### config.mk
export PLATFORM = sky130hd
export DESIGN_NAME = mul_ctrl
export DESIGN_NICKNAME = d
export VERILOG_FILES = /design/src/rtl/mul_ctrl_pkg.sv /design/src/rtl/mul_ctrl_alu.sv /design/src/rtl/mul_ctrl.sv
export SDC_FILE = /design/constraint.sdc
export NUM_CORES = 1
export LEC_CHECK = 0
export ABC_AREA = 0
export CAP_MARGIN = 15
export CORE_ASPECT_RATIO = 1.4
export CORE_MARGIN = 4
export CORE_UTILIZATION = 50
export CTS_BUF_LIST = sky130_fd_sc_hd__clkbuf_4 sky130_fd_sc_hd__clkbuf_8
export DETAILED_ROUTE_END_ITERATION = 10
export PLACE_DENSITY = 0.76
export SYNTH_ARGS = -nofsm -noshare
export SYNTH_HDL_FRONTEND = slang
export SYNTH_SLANG_ARGS = --single-unit
### constraint.sdc
create_clock -name clk -period 2.21 [get_ports clk]
set_input_delay 0.221 -clock clk [delete_from_list [all_inputs] [get_ports clk]]
set_output_delay 0.221 -clock clk [all_outputs]
set_load 0.03 [all_outputs]
### src/rtl/mul_ctrl_pkg.sv
// mul_ctrl_pkg: ALU op codes, FSM state encoding and a bitwise counter increment.
// NEG states exist only when MUL_SIGNED_EN is defined.
package mul_ctrl_pkg;
  localparam logic [1:0] ALU_AND = 2'b00;
  localparam logic [1:0] ALU_OR  = 2'b01;
  localparam logic [1:0] ALU_ADD = 2'b10;
`ifdef MUL_SIGNED_EN
  typedef enum logic [2:0] {S_IDLE, S_RUN, S_DONE, S_NEGA, S_NEGB, S_NEGLO, S_NEGHI} state_t;
`else
  typedef enum logic [1:0] {S_IDLE, S_RUN, S_DONE} state_t;
`endif
  // Ripple increment from gates so the controller needs no arithmetic operator.
  function automatic logic [4:0] inc5(input logic [4:0] x);
    logic [4:0] r;
    logic c;
    c = 1'b1;
    for (int i = 0; i < 5; i++) begin
      r[i] = x[i] ^ c;
      c = c & x[i];
    end
    return r;
  endfunction
endpackage

### src/rtl/mul_ctrl_alu.sv
// alu: 32-bit AND/OR/ADD unit with operand-b inversion and carry-in/out.
module alu
  import mul_ctrl_pkg::*;
(
  input  logic [1:0]  op,
  input  logic        binvert,
  input  logic        cin,
  input  logic [31:0] in1,
  input  logic [31:0] in2,
  output logic [31:0] result,
  output logic        cout
);
  logic [31:0] bb;
  logic [32:0] sum;
  assign bb = binvert ? ~in2 : in2;
  assign sum = {1'b0, in1} + {1'b0, bb} + {32'd0, cin};
  assign result = op == ALU_AND ? in1 & bb : op == ALU_OR ? in1 | bb : sum[31:0];
  assign cout = sum[32];
endmodule

### src/rtl/mul_ctrl.sv
// mul_ctrl: 32x32->64 shift-add multiplier sequenced over one shared ALU.
// Define MUL_SIGNED_EN for two's-complement operands (adds NEG states, fixed 36-edge latency).
module mul_ctrl
  import mul_ctrl_pkg::*;
(
  input  logic        clk,
  input  logic        reset,
  input  logic        start,
  input  logic [31:0] a,
  input  logic [31:0] b,
  output logic        busy,
  output logic        done,
  output logic [63:0] product
);
  state_t state_q, state_d;
  logic [4:0] cnt_q, cnt_d;
  logic [31:0] mcand_q, mcand_d, hi_q, hi_d, lo_q, lo_d;
  logic [63:0] product_q, product_d;
`ifdef MUL_SIGNED_EN
  logic s_q, s_d, c_q, c_d;
`endif
  logic [1:0] alu_op;
  logic alu_binv, alu_cin, alu_cout;
  logic [31:0] alu_in1, alu_in2, alu_res, step_hi;
  alu u_alu (
    .op(alu_op), .binvert(alu_binv), .cin(alu_cin), .in1(alu_in1), .in2(alu_in2),
    .result(alu_res), .cout(alu_cout)
  );
  assign step_hi = lo_q[0] ? alu_res : hi_q;
  assign busy = state_q != S_IDLE && state_q != S_DONE;
  assign done = state_q == S_DONE;
  assign product = product_q;
  always_comb begin
    state_d = state_q;
    cnt_d = cnt_q;
    mcand_d = mcand_q;
    hi_d = hi_q;
    lo_d = lo_q;
    product_d = product_q;
`ifdef MUL_SIGNED_EN
    s_d = s_q;
    c_d = c_q;
`endif
    alu_op = ALU_ADD;
    alu_binv = 1'b0;
    alu_cin = 1'b0;
    alu_in1 = hi_q;
    alu_in2 = mcand_q;
    case (state_q)
      S_IDLE: if (start) begin
        mcand_d = a;
        hi_d = '0;
        lo_d = b;
        cnt_d = '0;
`ifdef MUL_SIGNED_EN
        s_d = a[31] ^ b[31];
        state_d = S_NEGA;
`else
        state_d = S_RUN;
`endif
      end
      S_RUN: begin
        hi_d = {lo_q[0] & alu_cout, step_hi[31:1]};
        lo_d = {step_hi[0], lo_q[31:1]};
        cnt_d = inc5(cnt_q);
`ifdef MUL_SIGNED_EN
        if (cnt_q == 5'd31) state_d = S_NEGLO;
`else
        if (cnt_q == 5'd31) begin
          product_d = {hi_d, lo_d};
          state_d = S_DONE;
        end
`endif
      end
`ifdef MUL_SIGNED_EN
      S_NEGA: begin
        alu_in1 = '0;
        alu_binv = 1'b1;
        alu_cin = 1'b1;
        if (mcand_q[31]) mcand_d = alu_res;
        state_d = S_NEGB;
      end
      S_NEGB: begin
        alu_in1 = '0;
        alu_in2 = lo_q;
        alu_binv = 1'b1;
        alu_cin = 1'b1;
        if (lo_q[31]) lo_d = alu_res;
        state_d = S_RUN;
      end
      // 64-bit negate: low word carry feeds the high word step
      S_NEGLO: begin
        alu_in1 = '0;
        alu_in2 = lo_q;
        alu_binv = 1'b1;
        alu_cin = 1'b1;
        if (s_q) lo_d = alu_res;
        c_d = alu_cout;
        state_d = S_NEGHI;
      end
      S_NEGHI: begin
        alu_in1 = '0;
        alu_in2 = hi_q;
        alu_binv = 1'b1;
        alu_cin = c_q;
        if (s_q) hi_d = alu_res;
        product_d = {hi_d, lo_q};
        state_d = S_DONE;
      end
`endif
      S_DONE: state_d = S_IDLE;
      default: state_d = S_IDLE;
    endcase
  end
  always_ff @(posedge clk) begin
    if (reset) begin
      state_q <= S_IDLE;
      cnt_q <= '0;
      mcand_q <= '0;
      hi_q <= '0;
      lo_q <= '0;
      product_q <= '0;
`ifdef MUL_SIGNED_EN
      s_q <= 1'b0;
      c_q <= 1'b0;
`endif
    end else begin
      state_q <= state_d;
      cnt_q <= cnt_d;
      mcand_q <= mcand_d;
      hi_q <= hi_d;
      lo_q <= lo_d;
      product_q <= product_d;
`ifdef MUL_SIGNED_EN
      s_q <= s_d;
      c_q <= c_d;
`endif
    end
  end
endmodule

==> results of run 1 <==
==> worst reg2reg max path, cell delays in order, from the launching register on <==
cell      delay (ns)
dfxtp_2         0.34
ha_4            0.16
fa_2            0.37
a21oi_2         0.15
nand3b_1        0.18
a21oi_2         0.11
o211ai_2        0.20
a21oi_2         0.12
a211oi_2        0.34
xnor2_1         0.21
o22ai_1         0.13
==> state kept, by name, summed over array words and instances, names as in the netlist <==
signal	count
product	64
alu_in1	32
lo_q	32
alu_in2	32
state_q	2
cnt_q	5
==> repair_timing <==
action / 4_1_cts / 5_1_grt
gates resized for setup: 53 / 32
pin swaps: 26 / 30
buffers inserted: 6 / 5
setup endpoints to repair: 40 / 47
endpoints found under the hold margin: 0 / 0
==> cells in the mapped netlist (3+ instances only) <==
cell | n | area (sq um)
dfxtp_1 | 167 | 3343
nand2b_1 | 7 | 43.79
a211oi_2 | 3 | 37.54
o21bai_1 | 3 | 22.52
or3_1 | 5 | 31.28
buf_1 | 11 | 41.29
nand3b_1 | 4 | 30.03
a31oi_1 | 20 | 125.1
a21oi_1 | 119 | 595.6
o21a_1 | 6 | 45.04
nor2b_1 | 8 | 50.05
inv_1 | 6 | 22.52
nand2_1 | 250 | 938.4
xnor2_1 | 12 | 105.1
o31ai_1 | 5 | 37.54
ha_1 | 35 | 437.9
a311oi_1 | 36 | 315.3
nor3b_1 | 3 | 22.52
nand3_1 | 16 | 80.08
o21ai_1 | 6 | 30.03
nand4_1 | 13 | 81.33
a22oi_1 | 3 | 22.52
clkbuf_1 | 68 | 255.2
nor3_1 | 12 | 60.06
nor2_1 | 88 | 330.3
xor2_1 | 5 | 43.79
a21o_1 | 14 | 105.1
mux2i_1 | 11 | 110.1
a32oi_1 | 4 | 35.03
o21ai_0 | 53 | 265.3
a211oi_1 | 17 | 127.6
and3_1 | 3 | 18.77
==> where the power goes <==
part | total (W) | internal (W) | switching [W] | leakage [nW]
registers | 0.00321 | 0.00312 | 0.0000919 | 1.37
logic | 0.000989 | 0.000451 | 0.000538 | 2.81
clock network | 0.00227 | 0.00103 | 0.00124 | 0.194
==> final cells by class <==
| type | count | area [sq um] |
|---|---|---|
| repair buffers | 256 | 2316 |
| multi-input cells | 806 | 5105 |
| clock buffers | 17 | 234.0 |
| clock inverters | 15 | 171.4 |
| fillers | 1355 | 4767 |
| flip-flops and latches | 167 | 3376 |
| inverters | 6 | 22.52 |
| well taps | 199 | 249.0 |
==> cell usage in the layout, fill, tap and decap left out, types with 8 or more instances in the layout <==
cell type	instances
nand2_1	247
dfxtp_1	143
clkdlybuf4s50_1	131
buf_4	119
a21oi_1	107
nor2_1	85
o21ai_0	44
a311oi_1	34
dfxtp_2	23
a31oi_1	19
ha_1	18
ha_4	17
clkbuf_8	17
nand3_1	14
a21o_1	14
nand4_1	13
a21oi_2	13
a211oi_1	11
xnor2_1	11
mux2i_1	11
nor3_1	10
o21ai_1	10
nor2b_1	8
==> path summary, 6_finish.rpt <==
check,from,slack (ns),to,cells after the start
setup reg to reg,alu_in2[0],-0.22,alu_in1[25],10
hold / removal,reset,0.19,product[62],4
hold reg to reg,product[6],0.46,product[6],2
setup / recovery,alu_in2[0],-0.22,alu_in1[25],10
==> cells by family (layout without fill, tap and decap cells) <==
family / count (synthesis) / count (layout) / share of synthesized area
and+or+nand+nor: 420 / 420 / 0.2159
AOI/OAI and AO/OA: 319 / 319 / 0.2492
DFF: 167 / 167 / 0.4036
buffers and inverters: 88 / 294 / 0.04063
adders and majority gates: 36 / 36 / 0.05529
xor gates and xnor gates: 17 / 17 / 0.01798
muxes: 14 / 14 / 0.01737
==> stage by stage <==
step | total power (W) | setup TNS, ns
6_report | 0.006475 | -2.744
4_1_cts | 0.006469 | -1.386
3_3_place_gp | 0.004184 | -3.941
5_1_grt | 0.006731 | -7.850
2_1_floorplan | 0.003790 | -0.08151
3_5_place_dp | 0.004201 | -4.327
==> layer usage <==
| layer | up-vias | wire length (um) | global-route usage |
|---|---|---|---|
| met4 | 0 | 590 | 0.1002 |
| met3 | 48 | 1513 | 0.04900 |
| met2 | 284 | 12960 | 0.4635 |
| met1 | 3960 | 10340 | 0.3198 |
| met5 | - | 0 | 0 |
| li1 | 4144 | - | - |
==> flow_summary_export.csv, run 1 <==
group,metric,value,unit
routing,ant_nets,0,
routing,dr_total_vias,8436,
floorplanning,die_w,116.8,um
worst_setup_path,cpLargestDelayFamily,"compound AO/OA/AOI/OAI gates",
timing,hold_slack,0.1945,ns
routing,vias_per_cell,5.754,
synth,synth_flop_cell,"dfxtp_1",
layout,final_cell_area,0.01147,sq mm
worst_setup_path,crit_arrival,2.77,ns
layout,final_util,0.7065,
power,irDropWorstVdd,0.3457,mV
timing,rsz0062_at_grt,"true",
floorplanning,num_rows,55,
timing,max-slew-margin-rel,0.3528,
worst_setup_path,end_kind,"flop",
synth,ys_seq_area_frac,0.4036,
worst_setup_path,worst_path_largest_cell_delay,0.37,ns
routing,wl_per_cell,17.33,um
synth,synth_edf_count,0,
worst_setup_path,path_buf_inv,0,
flow_run,drv_cap,0,
outcome,status,"finished with violations",
clock_network,cts_buffers,17,
clock_network,path_clk_slew,0.09,ns
placement,hpwl,17.63,mm
timing,fmax,411.4,MHz
global_route,grt_pass1_vias,8182,
clock_network,clkSinkCount,167,
worst_setup_path,required,2.55,ns
power,power_density,564.3,mW/mm^2
synth,syn_avg_cell_area,7.807,sq um
worst_setup_path,crit_top_cell,"a21oi_2",
timing,worst_pin_slew,0.9708,ns
layout,fin_nets,1357,
timing,hold_viol_final,0,
floorplanning,start_util,0.5100,
layout,instances_no_fill,1466,
floorplanning,die_y,160.3,um
placement,placed_area,0.01059,sq mm
routing,drc,0,
global_route,antenna_found_initial,0,
outcome,violations,"setup timing",
global_route,overflow,0,
clock_network,cts_hold_buf,0,
clock_network,h-tree-depth,4,
timing,final_max_slew_viol_count,0,
global_route,grt_max_degree,91,
timing,finalClockSkew,0.01464,ns
power,power.leakage,4.376,nW
placement,io_buffers,132,
timing,setup_violations,27,
synth,synth_nets,1164,
synth,synthesis.area,0.008283,sq mm
worst_setup_path,crit_chain,"ha_4 -> fa_2 -> a21oi_2 -> nand3b_1 -> a21oi_2 -> o211ai_2 -> a21oi_2 -> a211oi_2 -> xnor2_1 -> o22ai_1",
global_route,grt_pass1_wl,40.27,mm
synth,ys_types,69,
clock_network,cts_tree,"built",
worst_setup_path,cp-start-kind,"flop",
worst_setup_path,cp_max_fo,4,
routing,drt_iter0_drc,922,
worst_setup_path,critPathKind,"reg -> reg",
placement,dpl.cell_count,1424,
clock_network,cts.path.max_buffers,2,
timing,finalCritPeriodShare,1.100,
placement,gp_congestion,0.9702,
floorplanning,dieArea,0.01872,sq mm
placement,place_ws,-0.2447,ns
worst_hold_path,hold_path.class,"in -> reg",
clock_network,cts_root_buf,"clkbuf_8",
routing,wirelength,25.41,mm
synth,ys_ff_latch,167,
layout,antenna_cells,0,
floorplanning,ios,133,
routing,first_pass_iters,5,
floorplanning,core_area,0.01624,sq mm
global_route,grt_use_total,0.2661,
synth,async_flop_share,0,
layout,final_layout_size_suffix_gt1_frac,0.2076,
worst_setup_path,cpMaxStageDelayCell,"fa_2",
timing,setup_ws,-0.2207,ns
timing,min_period,2.431,ns
synth,synthCells,1061,
layout,area_delta_synth_final,38.52,%
clock_network,clock_latency,0.47,ns
synth,ys_warn_count,0,
Power figures use the tool's default switching activity.
==> inputs of run 2 (changes only) <==
--- a/config.mk
+++ b/config.mk
@@ -8,7 +8,7 @@
 export ABC_AREA = 0
 export CAP_MARGIN = 15
 export CORE_ASPECT_RATIO = 1.4
-export CORE_MARGIN = 4
+export CORE_MARGIN = 2
 export CORE_UTILIZATION = 50
 export CTS_BUF_LIST = sky130_fd_sc_hd__clkbuf_4 sky130_fd_sc_hd__clkbuf_8
 export DETAILED_ROUTE_END_ITERATION = 10
==> run 2 against run 1 <==
The flow still finishes with violations (setup timing). Worst hold slack got worse by 0.042 ns. Setup slack got worse by 0.15 ns. Sequential cell count did not move. Total power up 3.9%. Register-to-register slack got worse by 0.15 ns. Core utilization up 4.3 points. Clock skew about the same. Largest cell class unchanged. Highest routed layer unchanged.
==> flow_summary_export.csv, run 2 (synthesis gave the netlist of run 1 again) <==
group,metric,value,unit
power,power.leakage,4.636,nW
global_route,grt_pass1_vias,8552,
worst_setup_path,crit_top_cell,"a21oi_4",
worst_setup_path,path_buf_inv,1,
clock_network,h-tree-depth,4,
routing,first_pass_iters,5,
layout,final_layout_size_suffix_gt1_frac,0.2626,
worst_setup_path,critPathKind,"reg -> reg",
power,power_frac_clock,0.366,
routing,drt-met1-wl,11.13,mm
worst_setup_path,cpMaxStageDelayCell,"fa_2",
layout,layout_commonest_cell,"nand2_1",
floorplanning,die_y,156.3,um
timing,finalCritPeriodShare,1.170,
clock_network,clkSinkCount,167,
worst_setup_path,required,2.56,ns
clock_network,path_clk_slew,0.10,ns
routing,highest-signal-layer,"met4",
routing,wl_per_cell,18.46,um
power,irDropWorstVdd,0.4584,mV
routing,drt_iter0_drc,970,
floorplanning,core_area,0.01617,sq mm
placement,io_buffers,132,
worst_setup_path,crit_chain,"ha_4 -> fa_2 -> a21oi_2 -> nand3b_1 -> a21oi_4 -> o211ai_4 -> buf_6 -> a21oi_4 -> or3_4 -> a31oi_1 -> a21oi_1",
floorplanning,num_rows,55,
global_route,grt_pass1_wl,42.75,mm
worst_setup_path,cp_max_fo,4,
flow_run,drv_cap,0,
routing,ant_nets,0,
floorplanning,start_util,0.5122,
clock_network,cts.path.max_buffers,2,
power,switching_share,0.2879,
power,sequentialPowerShare,0.478,
placement,gp_congestion,0.9551,
routing,met2WireLength,14.20,mm
worst_hold_path,holdPathStages,2,
worst_setup_path,reg2reg_depth,11,
timing,max-slew-margin-rel,0.5169,
worst_setup_path,cp-start-kind,"flop",
layout,final_util,0.7491,
worst_hold_path,hold_path.class,"in -> reg",
floorplanning,dieArea,0.01763,sq mm
timing,worst_pin_slew,0.7247,ns
placement,hpwl,18.14,mm
timing,finalClockSkew,0.01513,ns
timing,final_max_slew_viol_count,0,
routing,wirelength,27.78,mm
routing,drc,0,
floorplanning,ios,133,
power,p_comb_frac,0.156,
global_route,grt_max_degree,75,
global_route,overflow,0,
clock_network,cts_root_buf,"clkbuf_8",
clock_network,cts_buffers,17,
global_route,grt_use_total,0.3021,
floorplanning,die_w,112.8,um
layout,area_delta_synth_final,46.25,%
clock_network,clock_latency,0.48,ns
outcome,status,"finished with violations",
timing,rsz0062_at_grt,"true",
power,switchingPower,0.001937,W
layout,fin_nets,1396,
layout,largest_reg_flops,64,
power,power_density,555.5,mW/mm^2
routing,wl_met3,1.469,mm
worst_setup_path,worst_path_largest_cell_delay,0.37,ns
worst_setup_path,cpLargestDelayFamily,"compound AO/OA/AOI/OAI gates",
timing,setup_ws,-0.3749,ns
timing,min_period,2.585,ns
timing,tns,-7.800,ns
routing,vias_per_cell,5.874,
worst_setup_path,path_depth,11,
clock_network,cts_tree,"built",
worst_setup_path,end_kind,"flop",
timing,fmax,386.9,MHz
power,p_int,0.004793,W
worst_setup_path,crit_arrival,2.94,ns
routing,dr_total_vias,8841,
global_route,antenna_found_initial,0,
outcome,violations,"setup timing",
layout,final_cell_mix,"nand2_1 (242), buf_4 (149), dfxtp_1 (138)",
power,p_total,0.006730,W
timing,hold_viol_final,0,
layout,antenna_cells,0,
timing,setup_violations,45,
-- run 2: layout make-up --
class,count,area (sq um)
Multi-Input combinational cell,806,5396
Fill cell,1184,4058
Sequential cell,167,3379
Timing Repair Buffer,295,2625
Clock buffer,19,255.2
Tap cell,199,249.0
Clock inverter,13,186.4
Inverter,6,22.52
-- run 2: worst register-to-register path: cells and delay by family (launching register included) --
kind | cells | cell delay (ns)
AO/OA/AOI/OAI | 6 | 0.89
AND/OR/NAND/NOR | 2 | 0.55
adder cells (fa/ha/maj) | 2 | 0.53
flip-flops | 1 | 0.34
buffers and inverters | 1 | 0.15
-- run 2: power by group through the flow --
| stage | clock [W] | combinational, W | sequential, W |
|---|---|---|---|
| global placement | 0 | 0.000921 | 0.00327 |
| finish | 0.00246 | 0.00105 | 0.00322 |
| CTS | 0.00248 | 0.000978 | 0.00321 |
| floorplan | 0 | 0.000539 | 0.00325 |
| detailed placement | 0 | 0.000933 | 0.00328 |
| global route | 0.00261 | 0.00113 | 0.00323 |
-- run 2: final timing paths --
path,slack [ns],startpoint,endpoint
worst max-delay path,-0.37,alu_in2[0],product[49]
worst min-delay path,0.15,reset,cnt_q[3]
worst min register to register,0.46,product[21],product[21]
worst max register to register,-0.37,alu_in2[0],product[49]
-- run 2: per-stage QoR --
| step | setup WS [ns] | instances | instance area, sq um | hold WS, ns |
|---|---|---|---|---|
| after floorplan | -0.03410 | 1061 | 8438 | 0.3494 |
| after global placement | -0.2501 | 1446 | 10730 | 0.4408 |
| after detailed placement | -0.2974 | 1446 | 10730 | 0.4470 |
| after CTS | -0.1959 | 1496 | 11690 | 0.1337 |
| after global routing | -0.4171 | 1505 | 12110 | 0.1612 |
| final | -0.3749 | 1505 | 12110 | 0.1525 |
-- run 2: timing repair --
item                                    CTS  global route
hold buffers                              0             0
gates resized for setup                  89            82
buffers inserted                         21            11
endpoints found under the setup margin   41            52
pin swaps                                49            35
-- run 2: layer usage --
metal | vias up | track usage
li1 | 4217 | -
met2 | 364 | 0.5318
met5 | - | 0
met1 | 4175 | 0.3652
met3 | 85 | 0.03796
met4 | 0 | 0.1400
==> inputs of run 3 (changes only) <==
--- a/config.mk
+++ b/config.mk
@@ -11,7 +11,9 @@
 export CORE_MARGIN = 2
 export CORE_UTILIZATION = 50
 export CTS_BUF_LIST = sky130_fd_sc_hd__clkbuf_4 sky130_fd_sc_hd__clkbuf_8
+export CTS_CLUSTER_SIZE = 12
 export DETAILED_ROUTE_END_ITERATION = 10
+export GPL_ROUTABILITY_DRIVEN = 0
 export PLACE_DENSITY = 0.76
 export SYNTH_ARGS = -nofsm -noshare
 export SYNTH_HDL_FRONTEND = slang
==> run 3 against run 2 <==
The run still ends with setup timing left. Setup slack lost 0.025 ns. Fmax shrank 0.95%. Die area is the same. Core utilization shrank 2.1 points. Total power shrank 4.1%. Routed wire length shrank 1.2%. Design area shrank 2.9%. Final cell count shrank 2.1%. Critical path depth is the same. Clock skew grew 0.0034 ns. Largest cell class unchanged. Highest routed layer unchanged.
==> flow_summary_export.csv, run 3 (synthesis gave the netlist of run 1 again) <==
group,metric,value,unit
timing,tns,-8.352,ns
worst_setup_path,path_buf_inv,1,
worst_setup_path,cpMaxStageDelayCell,"o21ai_0",
floorplanning,start_util,0.5122,
floorplanning,core_area,0.01617,sq mm
global_route,use_met3,0.04609,
clock_network,cts_hold_buf,0,
clock_network,cts.path.max_buffers,2,
routing,first_pass_iters,6,
worst_setup_path,worst_path_largest_cell_delay,0.37,ns
timing,final_max_slew_viol_count,0,
worst_setup_path,reg2reg_depth,11,
timing,fmax,383.2,MHz
clock_network,cts_buffers,17,
worst_setup_path,crit_arrival,3.00,ns
global_route,overflow,0,
power,p_total,0.006451,W
worst_hold_path,holdPathStages,2,
global_route,grt_max_degree,74,
clock_network,cts_root_buf,"clkbuf_8",
timing,setup_ws,-0.3997,ns
placement,hpwl,17.44,mm
layout,layout_commonest_cell,"nand2_1",
worst_setup_path,cp_max_fo,4,
global_route,use_met1,0.3401,
timing,finalClockSkew,0.01852,ns
outcome,violations,"setup timing",
global_route,grt_use_total,0.2893,
routing,wirelength,27.45,mm
routing,vias_per_cell,6.061,
layout,final_cell_area,0.01177,sq mm
placement,placed_area,0.01052,sq mm
timing,max-slew-margin-rel,0.5250,
clock_network,cts_tree,"built",
clock_network,path_clk_slew,0.10,ns
clock_network,clock_latency,0.49,ns
layout,area_delta_synth_final,42.07,%
timing,hold_viol_final,0,
worst_setup_path,required,2.60,ns
global_route,grt-busiest-layer,"met2",
worst_hold_path,hold_path.class,"in -> reg",
timing,worst_pin_slew,0.7125,ns
outcome,status,"finished with violations",
timing,finalCritPeriodShare,1.181,
power,power.leakage,4.441,nW
worst_setup_path,path_depth,11,
layout,fin_nets,1364,
timing,hold_slack,0.1731,ns
routing,ant_nets,0,
worst_setup_path,critPathKind,"reg -> reg",
clock_network,clkSinkCount,167,
timing,setup_violations,46,
worst_setup_path,ff2ff_setup_slack,-0.40,ns
clock_network,h-tree-depth,4,
worst_setup_path,cp-start-kind,"flop",
routing,dr_total_vias,8928,
layout,final_util,0.7277,
floorplanning,ios,133,
timing,min_period,2.610,ns
worst_setup_path,crit_chain,"ha_4 -> fa_2 -> a21oi_2 -> nand3b_1 -> a21oi_2 -> o211ai_2 -> buf_4 -> a21oi_4 -> o21ai_0 -> nand4_1 -> a21oi_1",
global_route,antenna_found_initial,0,
placement,io_buffers,132,
global_route,grt_pass1_wl,41.43,mm
floorplanning,die_w,112.8,um
layout,final_layout_size_suffix_gt1_frac,0.2449,
power,irDropWorstVdd,0.4230,mV
floorplanning,num_rows,55,
layout,antenna_cells,0,
timing,rsz0062_at_grt,"true",
routing,wl_per_cell,18.63,um
global_route,grt_pass1_vias,8466,
worst_setup_path,crit_top_cell,"a21oi_2",
routing,drt_iter0_drc,1012,
floorplanning,die_y,156.3,um
layout,largest_reg_flops,64,
worst_setup_path,end_kind,"flop",
power,power_density,548.2,mW/mm^2
floorplanning,dieArea,0.01763,sq mm
worst_setup_path,cpLargestDelayFamily,"compound AO/OA/AOI/OAI gates",
global_route,use_met2,0.5164,
layout,final_cell_mix,"nand2_1 (242), dfxtp_1 (136), clkdlybuf4s50_1 (131)",
routing,drc,0,
flow_run,drv_cap,0,
-- run 3: worst reg2reg max path: cells and delay by family, from the launching register on --
family | cells | cell delay, ns
AO/OA/AOI/OAI | 6 | 1.12
AND/OR/NAND/NOR | 2 | 0.37
flip-flops | 1 | 0.35
adder cells (fa/ha/maj) | 2 | 0.53
buffers and inverters | 1 | 0.16
-- run 3: area by class of cell --
cell class / instances / area (sq um)
Timing Repair Buffer: 263 / 2384
Tap cell: 199 / 249.0
Clock buffer: 17 / 234.0
Fill cell: 1185 / 4404
Sequential cell: 167 / 3395
Clock inverter: 15 / 155.1
Multi-Input combinational cell: 806 / 5329
Inverter: 6 / 22.52
-- run 3: where the power goes --
part | switching, W | internal [W]
clock network | 0.00136 | 0.000851
registers | 0.0000983 | 0.00312
logic | 0.000561 | 0.000461
-- run 3: worst paths after layout --
kind | startpoint | end
max | alu_in2[0] | alu_in1[17]
min | reset | alu_in1[5]
max reg2reg | alu_in2[0] | alu_in1[17]
min reg2reg | product[15] | product[15]
-- run 3: metrics by stage --
stage / worst slack [ns] / cells
floorplan: -0.03410 / 1061
global placement: -0.4085 / 1415
detailed placement: -0.4209 / 1415
CTS: -0.1682 / 1462
global route: -0.4295 / 1473
finish: -0.3997 / 1473
-- run 3: routing by layer --
layer	vias up	share of wire	wire (um)
li1	4167	-	-
met1	4180	0.39	10630
met2	464	0.50	13690
met3	117	0.064	1748
met4	0	0.050	1386
met5	-	0	0
-- run 3: timing repair --
action                                  4_1_cts  5_1_grt
gates resized for setup                      83       74
endpoints found under the setup margin       41       49
cloned                                        0        0
pin swaps                                    56       51
setup buffers                                17       11
